**src/rtl/spi_master_arbiter_pkg.sv**
```systemverilog
// spi_arb_pkg: shared types and width helpers for the SPI master arbiter.
//   state_t  - arbiter FSM state encoding
//   clog2    - ceil(log2(v)), usable in parameter expressions
//   id_w     - width of a requester index (at least 1 bit)
//   cnt_w    - width of the shared state counter: clog2(max of params) + 1
package spi_arb_pkg;

    typedef enum logic [2:0] {
        IDLE    = 3'd0,
        SETUP   = 3'd1,
        SEND    = 3'd2,
        WAIT_RX = 3'd3,
        GAP     = 3'd4
    } state_t;

    function automatic int clog2(input int v);
        int r;
        r = 0;
        while ((1 << r) < v) r++;
        return r;
    endfunction

    function automatic int id_w(input int n);
        return (n > 1) ? clog2(n) : 1;
    endfunction

    function automatic int cnt_w(input int a, input int b, input int c);
        int m;
        m = a;
        if (b > m) m = b;
        if (c > m) m = c;
        return clog2(m) + 1;
    endfunction

endpackage

```
**src/rtl/spi_master_arbiter_if.sv**
```systemverilog
// spi_master_arbiter_if: requester, response and engine signals of the arbiter.
//   master - arbiter view (drives req_ready, rsp_*, eng_data_tx/eng_tx_valid/
//            eng_rx_read, cs_n, busy, error)
//   slave  - environment view (requesters + byte engine)
interface spi_master_arbiter_if
    import spi_arb_pkg::*;
#(
    parameter int NUM_REQ = 4
) ();
    localparam int IDW = id_w(NUM_REQ);

    logic [NUM_REQ-1:0]        req_valid;
    logic [NUM_REQ-1:0][7:0]   req_data;   // requester i in bits [8i+7:8i]
    logic [NUM_REQ-1:0]        req_last;
    logic [NUM_REQ-1:0]        req_ready;
    logic                      rsp_valid;
    logic [7:0]                rsp_data;
    logic [IDW-1:0]            rsp_id;
    logic                      rsp_last;
    logic [7:0]                eng_data_tx;
    logic                      eng_tx_valid;
    logic                      eng_tx_ready;
    logic [7:0]                eng_data_rx;
    logic                      eng_rx_valid;
    logic                      eng_rx_read;
    logic [NUM_REQ-1:0]        cs_n;
    logic                      busy;
    logic                      error;

    modport master (
        input  req_valid, req_data, req_last, eng_tx_ready, eng_data_rx, eng_rx_valid,
        output req_ready, rsp_valid, rsp_data, rsp_id, rsp_last,
               eng_data_tx, eng_tx_valid, eng_rx_read, cs_n, busy, error
    );

    modport slave (
        output req_valid, req_data, req_last, eng_tx_ready, eng_data_rx, eng_rx_valid,
        input  req_ready, rsp_valid, rsp_data, rsp_id, rsp_last,
               eng_data_tx, eng_tx_valid, eng_rx_read, cs_n, busy, error
    );
endinterface

```
**src/rtl/spi_master_arbiter_rr.sv**
```systemverilog
// rr_arbiter: combinational round-robin picker.
//   req        - request vector
//   last_grant - index served most recently; search starts one above it
//   grant      - first requesting index found, wrapping past NUM_REQ-1
//   any_req    - at least one request present
module rr_arbiter
    import spi_arb_pkg::*;
#(
    parameter int NUM_REQ = 4,
    parameter int IDW     = id_w(NUM_REQ)
) (
    input  logic [NUM_REQ-1:0] req,
    input  logic [IDW-1:0]     last_grant,
    output logic [IDW-1:0]     grant,
    output logic               any_req
);
    always_comb begin
        int idx;
        idx     = 0;
        grant   = '0;
        any_req = 1'b0;
        // k = NUM_REQ revisits last_grant itself, so a lone requester can win again
        for (int k = 1; k <= NUM_REQ; k++) begin
            idx = (int'(last_grant) + k) % NUM_REQ;
            if (!any_req && req[idx[IDW-1:0]]) begin
                grant   = idx[IDW-1:0];
                any_req = 1'b1;
            end
        end
    end
endmodule

```
**src/rtl/spi_master_arbiter.sv**
```systemverilog
// spi_master_arbiter: shares one byte-level SPI engine among NUM_REQ requesters.
//   clk     - system clock
//   reset_n - asynchronous active-low reset
//   bus     - requester byte bursts, response stream, engine handshake,
//             per-requester cs_n, busy and error (master modport)
// A grant is held for a whole burst: SETUP (cs_n low before the first byte),
// SEND/WAIT_RX per byte, then GAP (all cs_n high) before the next arbitration.
module spi_master_arbiter
    import spi_arb_pkg::*;
#(
    parameter int NUM_REQ   = 4,
    parameter int SETUP_CYC = 2,
    parameter int GAP_CYC   = 2,
    parameter int TIMEOUT   = 1024
) (
    input  logic                  clk,
    input  logic                  reset_n,
    spi_master_arbiter_if.master  bus
);
    localparam int IDW = id_w(NUM_REQ);
    localparam int CW  = cnt_w(SETUP_CYC, GAP_CYC, TIMEOUT);
    localparam logic [NUM_REQ-1:0] SEL0 = NUM_REQ'(1);

    state_t         state, state_d;
    logic [IDW-1:0] grant, grant_d, last_grant, last_grant_d, pick;
    logic [CW-1:0]  cnt, cnt_d;
    logic           last_q, last_d, any_req;
    logic           hs, rx_take, tmo;

    rr_arbiter #(.NUM_REQ(NUM_REQ), .IDW(IDW)) u_rr (
        .req        (bus.req_valid),
        .last_grant (last_grant),
        .grant      (pick),
        .any_req    (any_req)
    );

    assign hs      = (state == SEND) && bus.req_valid[grant] && bus.eng_tx_ready;
    assign rx_take = (state == WAIT_RX) && bus.eng_rx_valid;
    // Timeout only counts cycles spent waiting for the engine, never requester stalls
    assign tmo     = (state == WAIT_RX) && !bus.eng_rx_valid && (cnt == CW'(TIMEOUT - 1));

    always_comb begin
        state_d      = state;
        grant_d      = grant;
        last_d       = last_q;
        last_grant_d = last_grant;
        unique case (state)
            IDLE:    if (any_req) begin
                         grant_d = pick;
                         state_d = SETUP;
                     end
            SETUP:   if (cnt == CW'(SETUP_CYC - 1)) state_d = SEND;
            SEND:    if (hs) begin
                         last_d  = bus.req_last[grant];
                         state_d = WAIT_RX;
                     end
            WAIT_RX: if (rx_take)  state_d = last_q ? GAP : SEND;
                     else if (tmo) state_d = GAP;
            GAP:     if (cnt == CW'(GAP_CYC - 1)) state_d = IDLE;
            default: state_d = IDLE;
        endcase
        if (state_d == GAP && state != GAP) last_grant_d = grant;
        // Counter clears on every state change and only runs in timed states
        cnt_d = '0;
        if (state_d == state && (state == SETUP || state == WAIT_RX || state == GAP))
            cnt_d = cnt + 1'b1;
    end

    // Engine/requester handoff is combinational so a byte moves in the SEND cycle
    always_comb begin
        bus.req_ready    = '0;
        bus.eng_tx_valid = 1'b0;
        bus.eng_data_tx  = '0;
        bus.eng_rx_read  = rx_take;
        if (state == SEND) begin
            bus.req_ready[grant] = bus.eng_tx_ready;
            bus.eng_tx_valid     = bus.req_valid[grant];
            bus.eng_data_tx      = bus.req_data[grant];
        end
    end

    always_ff @(posedge clk or negedge reset_n) begin
        if (!reset_n) begin
            state         <= IDLE;
            grant         <= '0;
            last_grant    <= IDW'(NUM_REQ - 1);
            cnt           <= '0;
            last_q        <= 1'b0;
            bus.cs_n      <= '1;
            bus.busy      <= 1'b0;
            bus.error     <= 1'b0;
            bus.rsp_valid <= 1'b0;
            bus.rsp_data  <= '0;
            bus.rsp_id    <= '0;
            bus.rsp_last  <= 1'b0;
        end else begin
            state         <= state_d;
            grant         <= grant_d;
            last_grant    <= last_grant_d;
            cnt           <= cnt_d;
            last_q        <= last_d;
            bus.cs_n      <= (state_d == SETUP || state_d == SEND || state_d == WAIT_RX)
                             ? ~(SEL0 << grant_d) : '1;
            bus.busy      <= (state_d != IDLE);
            bus.error     <= tmo;
            bus.rsp_valid <= rx_take;
            if (rx_take) begin
                bus.rsp_data <= bus.eng_data_rx;
                bus.rsp_id   <= grant;
                bus.rsp_last <= last_q;
            end
        end
    end
endmodule

```
**src/flat_wrapper.sv**
```systemverilog
// flat-port wrapper written by rule: the top's interface ports become plain ports
module spi_master_arbiter_flat import spi_arb_pkg::*;
#(
    parameter int NUM_REQ   = 4,
    parameter int SETUP_CYC = 2,
    parameter int GAP_CYC   = 2,
    parameter int TIMEOUT   = 1024
)
  (clk, reset_n, bus_req_valid, bus_req_data, bus_req_last, bus_eng_tx_ready, bus_eng_data_rx, bus_eng_rx_valid, bus_req_ready, bus_rsp_valid, bus_rsp_data, bus_rsp_id, bus_rsp_last, bus_eng_data_tx, bus_eng_tx_valid, bus_eng_rx_read, bus_cs_n, bus_busy, bus_error);
  spi_master_arbiter_if #(.NUM_REQ(NUM_REQ)) bus_i ();
  input  logic clk;
  input  logic reset_n;
  input wire logic [$bits(bus_i.req_valid)-1:0] bus_req_valid;
  input wire logic [$bits(bus_i.req_data)-1:0] bus_req_data;
  input wire logic [$bits(bus_i.req_last)-1:0] bus_req_last;
  input wire logic [$bits(bus_i.eng_tx_ready)-1:0] bus_eng_tx_ready;
  input wire logic [$bits(bus_i.eng_data_rx)-1:0] bus_eng_data_rx;
  input wire logic [$bits(bus_i.eng_rx_valid)-1:0] bus_eng_rx_valid;
  output wire logic [$bits(bus_i.req_ready)-1:0] bus_req_ready;
  output wire logic [$bits(bus_i.rsp_valid)-1:0] bus_rsp_valid;
  output wire logic [$bits(bus_i.rsp_data)-1:0] bus_rsp_data;
  output wire logic [$bits(bus_i.rsp_id)-1:0] bus_rsp_id;
  output wire logic [$bits(bus_i.rsp_last)-1:0] bus_rsp_last;
  output wire logic [$bits(bus_i.eng_data_tx)-1:0] bus_eng_data_tx;
  output wire logic [$bits(bus_i.eng_tx_valid)-1:0] bus_eng_tx_valid;
  output wire logic [$bits(bus_i.eng_rx_read)-1:0] bus_eng_rx_read;
  output wire logic [$bits(bus_i.cs_n)-1:0] bus_cs_n;
  output wire logic [$bits(bus_i.busy)-1:0] bus_busy;
  output wire logic [$bits(bus_i.error)-1:0] bus_error;
  assign bus_i.req_valid = bus_req_valid;
  assign bus_i.req_data = bus_req_data;
  assign bus_i.req_last = bus_req_last;
  assign bus_i.eng_tx_ready = bus_eng_tx_ready;
  assign bus_i.eng_data_rx = bus_eng_data_rx;
  assign bus_i.eng_rx_valid = bus_eng_rx_valid;
  assign bus_req_ready = bus_i.req_ready;
  assign bus_rsp_valid = bus_i.rsp_valid;
  assign bus_rsp_data = bus_i.rsp_data;
  assign bus_rsp_id = bus_i.rsp_id;
  assign bus_rsp_last = bus_i.rsp_last;
  assign bus_eng_data_tx = bus_i.eng_data_tx;
  assign bus_eng_tx_valid = bus_i.eng_tx_valid;
  assign bus_eng_rx_read = bus_i.eng_rx_read;
  assign bus_cs_n = bus_i.cs_n;
  assign bus_busy = bus_i.busy;
  assign bus_error = bus_i.error;
  spi_master_arbiter #(.NUM_REQ(NUM_REQ), .SETUP_CYC(SETUP_CYC), .GAP_CYC(GAP_CYC), .TIMEOUT(TIMEOUT)) u_core (.clk(clk), .reset_n(reset_n), .bus(bus_i));
endmodule
```
**config.mk**
```make
export PLATFORM = sky130hd
export DESIGN_NAME = spi_master_arbiter_flat
export DESIGN_NICKNAME = d
export VERILOG_FILES = /design/src/rtl/spi_master_arbiter_pkg.sv /design/src/rtl/spi_master_arbiter_if.sv /design/src/rtl/spi_master_arbiter_rr.sv /design/src/rtl/spi_master_arbiter.sv /design/src/flat_wrapper.sv
export SDC_FILE = /design/constraint.sdc
export NUM_CORES = 1
export LEC_CHECK = 0
export BUFFER_PORTS_ARGS = -buffer_cell sky130_fd_sc_hd__buf_2
export CAP_MARGIN = 20
export CELL_PAD_IN_SITES_DETAIL_PLACEMENT = 0
export CELL_PAD_IN_SITES_GLOBAL_PLACEMENT = 1
export CORE_MARGIN = 8
export CORE_UTILIZATION = 40
export DETAILED_ROUTE_END_ITERATION = 10
export MAX_ROUTING_LAYER = met4
export PLACE_DENSITY = 0.82
export SLEW_MARGIN = 20
export SYNTH_ARGS = -nofsm -noshare
export SYNTH_HDL_FRONTEND = slang
export SYNTH_HIERARCHICAL = 1
export SYNTH_SLANG_ARGS = --single-unit
```
**constraint.sdc**
```tcl
create_clock -name clk -period 4 [get_ports clk]
set_clock_uncertainty 0.2 [all_clocks]
set_input_delay 0.4 -clock clk [delete_from_list [all_inputs] [get_ports clk]]
set_output_delay 0.4 -clock clk [all_outputs]
set_load 0.05 [all_outputs]
```
Word-level counts from Yosys, hierarchy flattened:

Index checks and enable logic that the tools add are counted.

* register bits: 37
* input port bits: 52
* output and inout bits: 32

* add/subtract/negate cells: 5
* order comparisons: 6
* eq/ne operators: 12
* shift-type cells: 1
* multiplexer cells: 39
* bitwise gates (word level): 2
* reduce and logical (&&, ||, !) cells: 22

Operators by type and width (number)
* $mux W3: 7
* $bmux W8 S2: 1
* $mux W8: 2
* $lt A2 B3 Y1 const B: 5
* $pmux W3 S5: 1
* $bmux W1 S2: 6
* $eq A3 B2 Y1 const B: 4
* $mux W1: 12
* $mux W2: 6
* $add A11 B1 Y11 const B: 1
* $eq A11 B1 Y1 const B: 1
* $eq A11 B10 Y1 const B: 1
* $logic_and A1 B1 Y1: 11
* $mux W11: 1
* $mux W4: 2
* $eq A3 B1 Y1 const B: 2
* $eq A3 B3 Y1 const B: 2
* $add A2 B1 Y2 const B: 2
* $add A2 B2 Y2 const B: 2
* $and A4 B4 Y4: 1
* $logic_not A1 Y1: 4
* $logic_or A1 B1 Y1: 4
* $not A4 Y4: 1
* $shl A1 B2 Y4 const A: 1
* other kinds (7): 7

Logic depth before layout (Yosys ltp):

* depth in word-level cells: 19
* mapped depth: 8

Hierarchy:

Netlist, hierarchy kept.

By module, submodules not included
* spi_master_arbiter: times used 1, cells an instance 177, area an instance 2145.8 sq um, sequential area each 933.4 sq um
* rr_arbiter: times used 1, cells an instance 14, area an instance 91.3 sq um, sequential area each 0.0 sq um

Worst setup path after synthesis:

No wires, ideal clock.

* path type: register to output
* start point: register u_core.state[2]
* end point: output port bus_req_ready[0]
* arrival: 2182 ps
* required time: 3400 ps
* slack: 1218 ps
* cell stages (with the launch flop): 4
* path through: dfrtp_1 clkbuf_1 nor4bb_1 nor3b_1

* cells in the longest elaborated chain, start to end: 2

Ends and longest elaborated chain
* from (decl): line spi_master_arbiter.sv:24 `state_t state, state_d;`
* from (signal assigned): line spi_master_arbiter.sv:97 `state <= state_d;`
* $eq A3 B2 Y1: line spi_master_arbiter.sv:75 `if (state == SEND) begin`
* $mux W4: line spi_master_arbiter.sv:75
* to (decl): line flat_wrapper.sv:19 `output wire logic [$bits(bus_i.req_ready)-1:0] bus_req_ready;`

No other way between the ends.

Final worst setup path:

* start point: register u_core.grant[0]
* end point: output port bus_eng_data_tx[1]

* cells in the longest elaborated chain, start to end: 3

Ends and longest elaborated chain
* from (decl): line spi_master_arbiter.sv:25 `logic [IDW-1:0] grant, grant_d, last_grant, last_grant_d, pick;`
* from (signal assigned): line spi_master_arbiter.sv:98 `grant <= grant_d;`
* $bmux W8 S2: line spi_master_arbiter.sv:78 `bus.eng_data_tx = bus.req_data[grant];`
* $mux W8 (implied by the code): line spi_master_arbiter.sv:78
* $mux W8: line spi_master_arbiter.sv:75
* to (decl): line flat_wrapper.sv:24 `output wire logic [$bits(bus_i.eng_data_tx)-1:0] bus_eng_data_tx;`

No other way between the ends. The select of a mux whose other input is x is not followed.

==> flow_summary.yaml <==
layout:
  diodes: 0
  nets: 323
  drive_above_1_share_pct: 49.6
  syn_to_final_growth_pct: 24.2
sta:
  tns_ps: 0
  setup_slack_ps: 1250
  relSlewSlack_pct: 46.7
  hold-worst-slack_ps: -6.60
  fin_crit_sh_pct: 68.8
  worst_slew_pin_slew_ps: 800
  max_freq_mhz: 364
  hold_viol: 11
  drv_slew: 0
  min_period_ps: 2750
  rsz0062_at_grt: "false"
  setup_viol: 0
yosys:
  synth_compound_area_share_pct: 7.94
  ys.flop_type: "dfrtp_1"
  synth_area_sq_mm: 0.00224
  syn_area_per_cell_sq_um: 11.7
  synth-seq-cells: 37
  synthAdderAreaFrac_pct: 1.12
  synth_xor_area_share_pct: 3.13
  synth_cells: 191
  async_reset_ff_share_pct: 100
  synth_mux_area_share_pct: 19.5
  yosysUniqueCellTypes: 56
  yosys.area_share.simple_pct: 21.7
  synth_edf_count: 0
  ys_seq_area_share_pct: 41.7
  ys_warn_count: 6
  synth_fp_nets: 245
  synth_top_family_by_area: "simple AND/OR/NAND/NOR gates"
worst_setup_path:
  crit_path_top_delay_cell: "dfrtp_1"
  arrival_ps: 2150
  slowest_delay_ps: 790
  path_class: "reg2out"
  rrSetupSlack_ps: 1290
  r2r-start: "u_core/grant[0]$_DFF_PN0_"
  reg2reg_depth: 5
  r2r-end: "u_core/cnt[8]$_DFF_PN0_"
  crit_chain: "mux4_1 > and3_1 > buf_2"
  critPathMaxFanout: 17
  cp-start-kind: "flop"
  endpoint_kind: "output port"
  cp.required_ps: 3400
die:
  fp.dieH_microns: 90.8
  rows: 27
  die_x_microns: 90.8
  start_util_pct: 41.1
  io_pins: 84
  dieArea_sq_mm: 0.00824
  core_sq_mm: 0.00544
clock_network:
  numCtsBuffers: 5
  clock_path_buffers: 2
  cts_tree: "yes"
  root_buffer: "clkbuf_8"
  h-tree-depth: 2
  clock_latency_ps: 290
  post_cts_buffers: 0
  hold_buffers: 0
  cts.sinks: 37
  cts-resized-gates: 0
  path_clk_slew_ps: 70
power:
  seq_power_share_pct: 29.9
  switching_share_pct: 50.0
  combinationalPowerShare_pct: 55.7
  ir_drop_uv: 453
  total_power_mw: 2.24
  p_int_mw: 1.12
  p_leak_nw: 1.33
  power.density_mw_per_mm2: 806
  power.share.clock_pct: 14.3
  p_sw_mw: 1.12
grt:
  antenna_found_initial: 0
  grt_max_degree: 38
  grt_usage_pct: 14.3
  grt-ovfl-total: 0
  grt_pass1_wl_microns: 9430
  grt_pass1_vias: 1911
route:
  final_antenna_net_count: 0
  drt-total-wl_microns: 5640
  drtIter0Drc: 100
  wl_per_cell_microns: 16.5
  first_pass_iters: 4
  route.detailed.drc: 0
  num_vias: 1763
  vias_per_cell: 5.15
placement:
  hpwl_microns: 4360
  place_ws_ps: 1310
  portBuffers: 83
  gp_congestion: 0.860
status:
  failed_checks: "negative hold slack"
  status: "finished with violations"
hold_path:
  hold_class: "in2async"
job:
  max_cap_violations: 0
==> cells in the final DEF, fill, tap and decap left out, types with 3 or more instances in the layout <==
cell      synthesis  layout
buf_2             2      83
dfrtp_1          31      31
mux2_2           14      14
nand2_1          12      12
and3_1           11      11
nor2_1            9       9
nor3_2            9       9
inv_1             7       7
nand2b_1          6       6
a21oi_1           6       6
mux4_1            6       6
dfstp_2           6       6
clkbuf_8          0       5
nand3_1           4       4
mux4_2            4       4
xnor2_1           4       4
xor2_1            4       4
nor3_1            3       3
nor3b_1           3       3
==> state kept, by name, indices dropped and copies added (netlist names), 2 cells and up <==
register	flops
u_core/bus.rsp_id	2
u_core/state	3
u_core/grant	2
u_core/cnt	11
u_core/bus.cs_n	4
u_core/last_grant	2
u_core/bus.rsp_data	8
==> worst max-delay path: cells and delay by family (launching register included) <==
family	cells	cell delay [ps]
flops	1	790
mux	1	660
buf+inv	1	210
simple gates	1	200
==> worst max path at each step <==
stage | startpoint | endpoint | depth (start not counted) | slack, ps
2_1_floorplan | u_core/state[2]$_DFF_PN0_ | bus_req_ready[0] | 3 | 1220
3_3_place_gp | u_core/grant[0]$_DFF_PN0_ | u_core/cnt[2]$_DFF_PN0_ | 5 | 1330
3_5_place_dp | u_core/grant[0]$_DFF_PN0_ | u_core/cnt[8]$_DFF_PN0_ | 5 | 1310
4_1_cts | u_core/grant[0]$_DFF_PN0_ | bus_eng_data_tx[1] | 3 | 1230
5_1_grt | u_core/state[1]$_DFF_PN0_ | u_core/cnt[2]$_DFF_PN0_ | 5 | 1040
6_report | u_core/grant[0]$_DFF_PN0_ | bus_eng_data_tx[1] | 3 | 1250
==> cell usage after synthesis, types with 2 or more instances <==
cell type | number | area [sq um]
ha_1 | 2 | 25.0
mux2_2 | 14 | 158
o21ai_0 | 2 | 10.0
mux4_1 | 6 | 158
nor3b_1 | 3 | 22.5
mux2i_1 | 2 | 20.0
dfstp_2 | 6 | 158
nand2b_1 | 6 | 37.5
nor4_1 | 2 | 12.5
xnor2_1 | 4 | 35.0
nor3_1 | 3 | 15.0
clkbuf_1 | 7 | 26.3
inv_1 | 7 | 26.3
and3_1 | 11 | 68.8
mux4_2 | 4 | 90.1
nand3_1 | 4 | 20.0
nor2_1 | 9 | 33.8
nand2_1 | 12 | 45.0
buf_2 | 2 | 10.0
xor2_1 | 4 | 35.0
nor3_2 | 9 | 90.1
a21oi_1 | 6 | 30.0
nor2b_1 | 2 | 12.5
buf_6 | 2 | 22.5
dfrtp_1 | 31 | 776
==> cell families after synthesis <==
logic type	after synthesis
buffers and inverters	20
muxes	27
and+or+nand+nor	75
AOI/OAI and AO/OA	22
xor gates and xnor gates	8
adders and majority gates	2
DFF	37
==> through the flow <==
stage,cell area (sq um),utilization [%],cells
final,2780,51.1,342
after floorplan,2240,-,191
after detailed placement,2670,49.0,334
after global routing,2780,51.1,342
after global placement,2670,49.0,334
after CTS,2780,51.1,342
==> power by group through the flow <==
stage / clock (mW) / combinational [mW] / sequential [mW]
floorplan: 0 / 0.857 / 0.855
global route: 0.344 / 1.33 / 0.694
CTS: 0.330 / 1.26 / 0.670
detailed placement: 0 / 1.25 / 0.675
finish: 0.321 / 1.25 / 0.671
global placement: 0 / 1.25 / 0.670
==> per-layer routing <==
metal  up-vias  part of all wire [%]  global-route usage (%)
met1       846                    41                    17.0
met5         -                     0                       -
li1        858                     -                       -
met2        51                    53                    24.0
met4         0                   1.0                    4.09
met3         8                   4.7                    2.83
==> cell type report <==
| class | count | area [sq um] |
|---|---|---|
| Sequential cell | 37 | 933 |
| Fill cell | 505 | 2660 |
| Multi-Input combinational cell | 134 | 1190 |
| Tap cell | 72 | 90.1 |
| Clock buffer | 6 | 72.6 |
| Timing Repair Buffer | 84 | 423 |
| Inverter | 7 | 26.3 |
| Clock inverter | 2 | 38.8 |
Note: power is estimated with default switching activity, not from simulation.
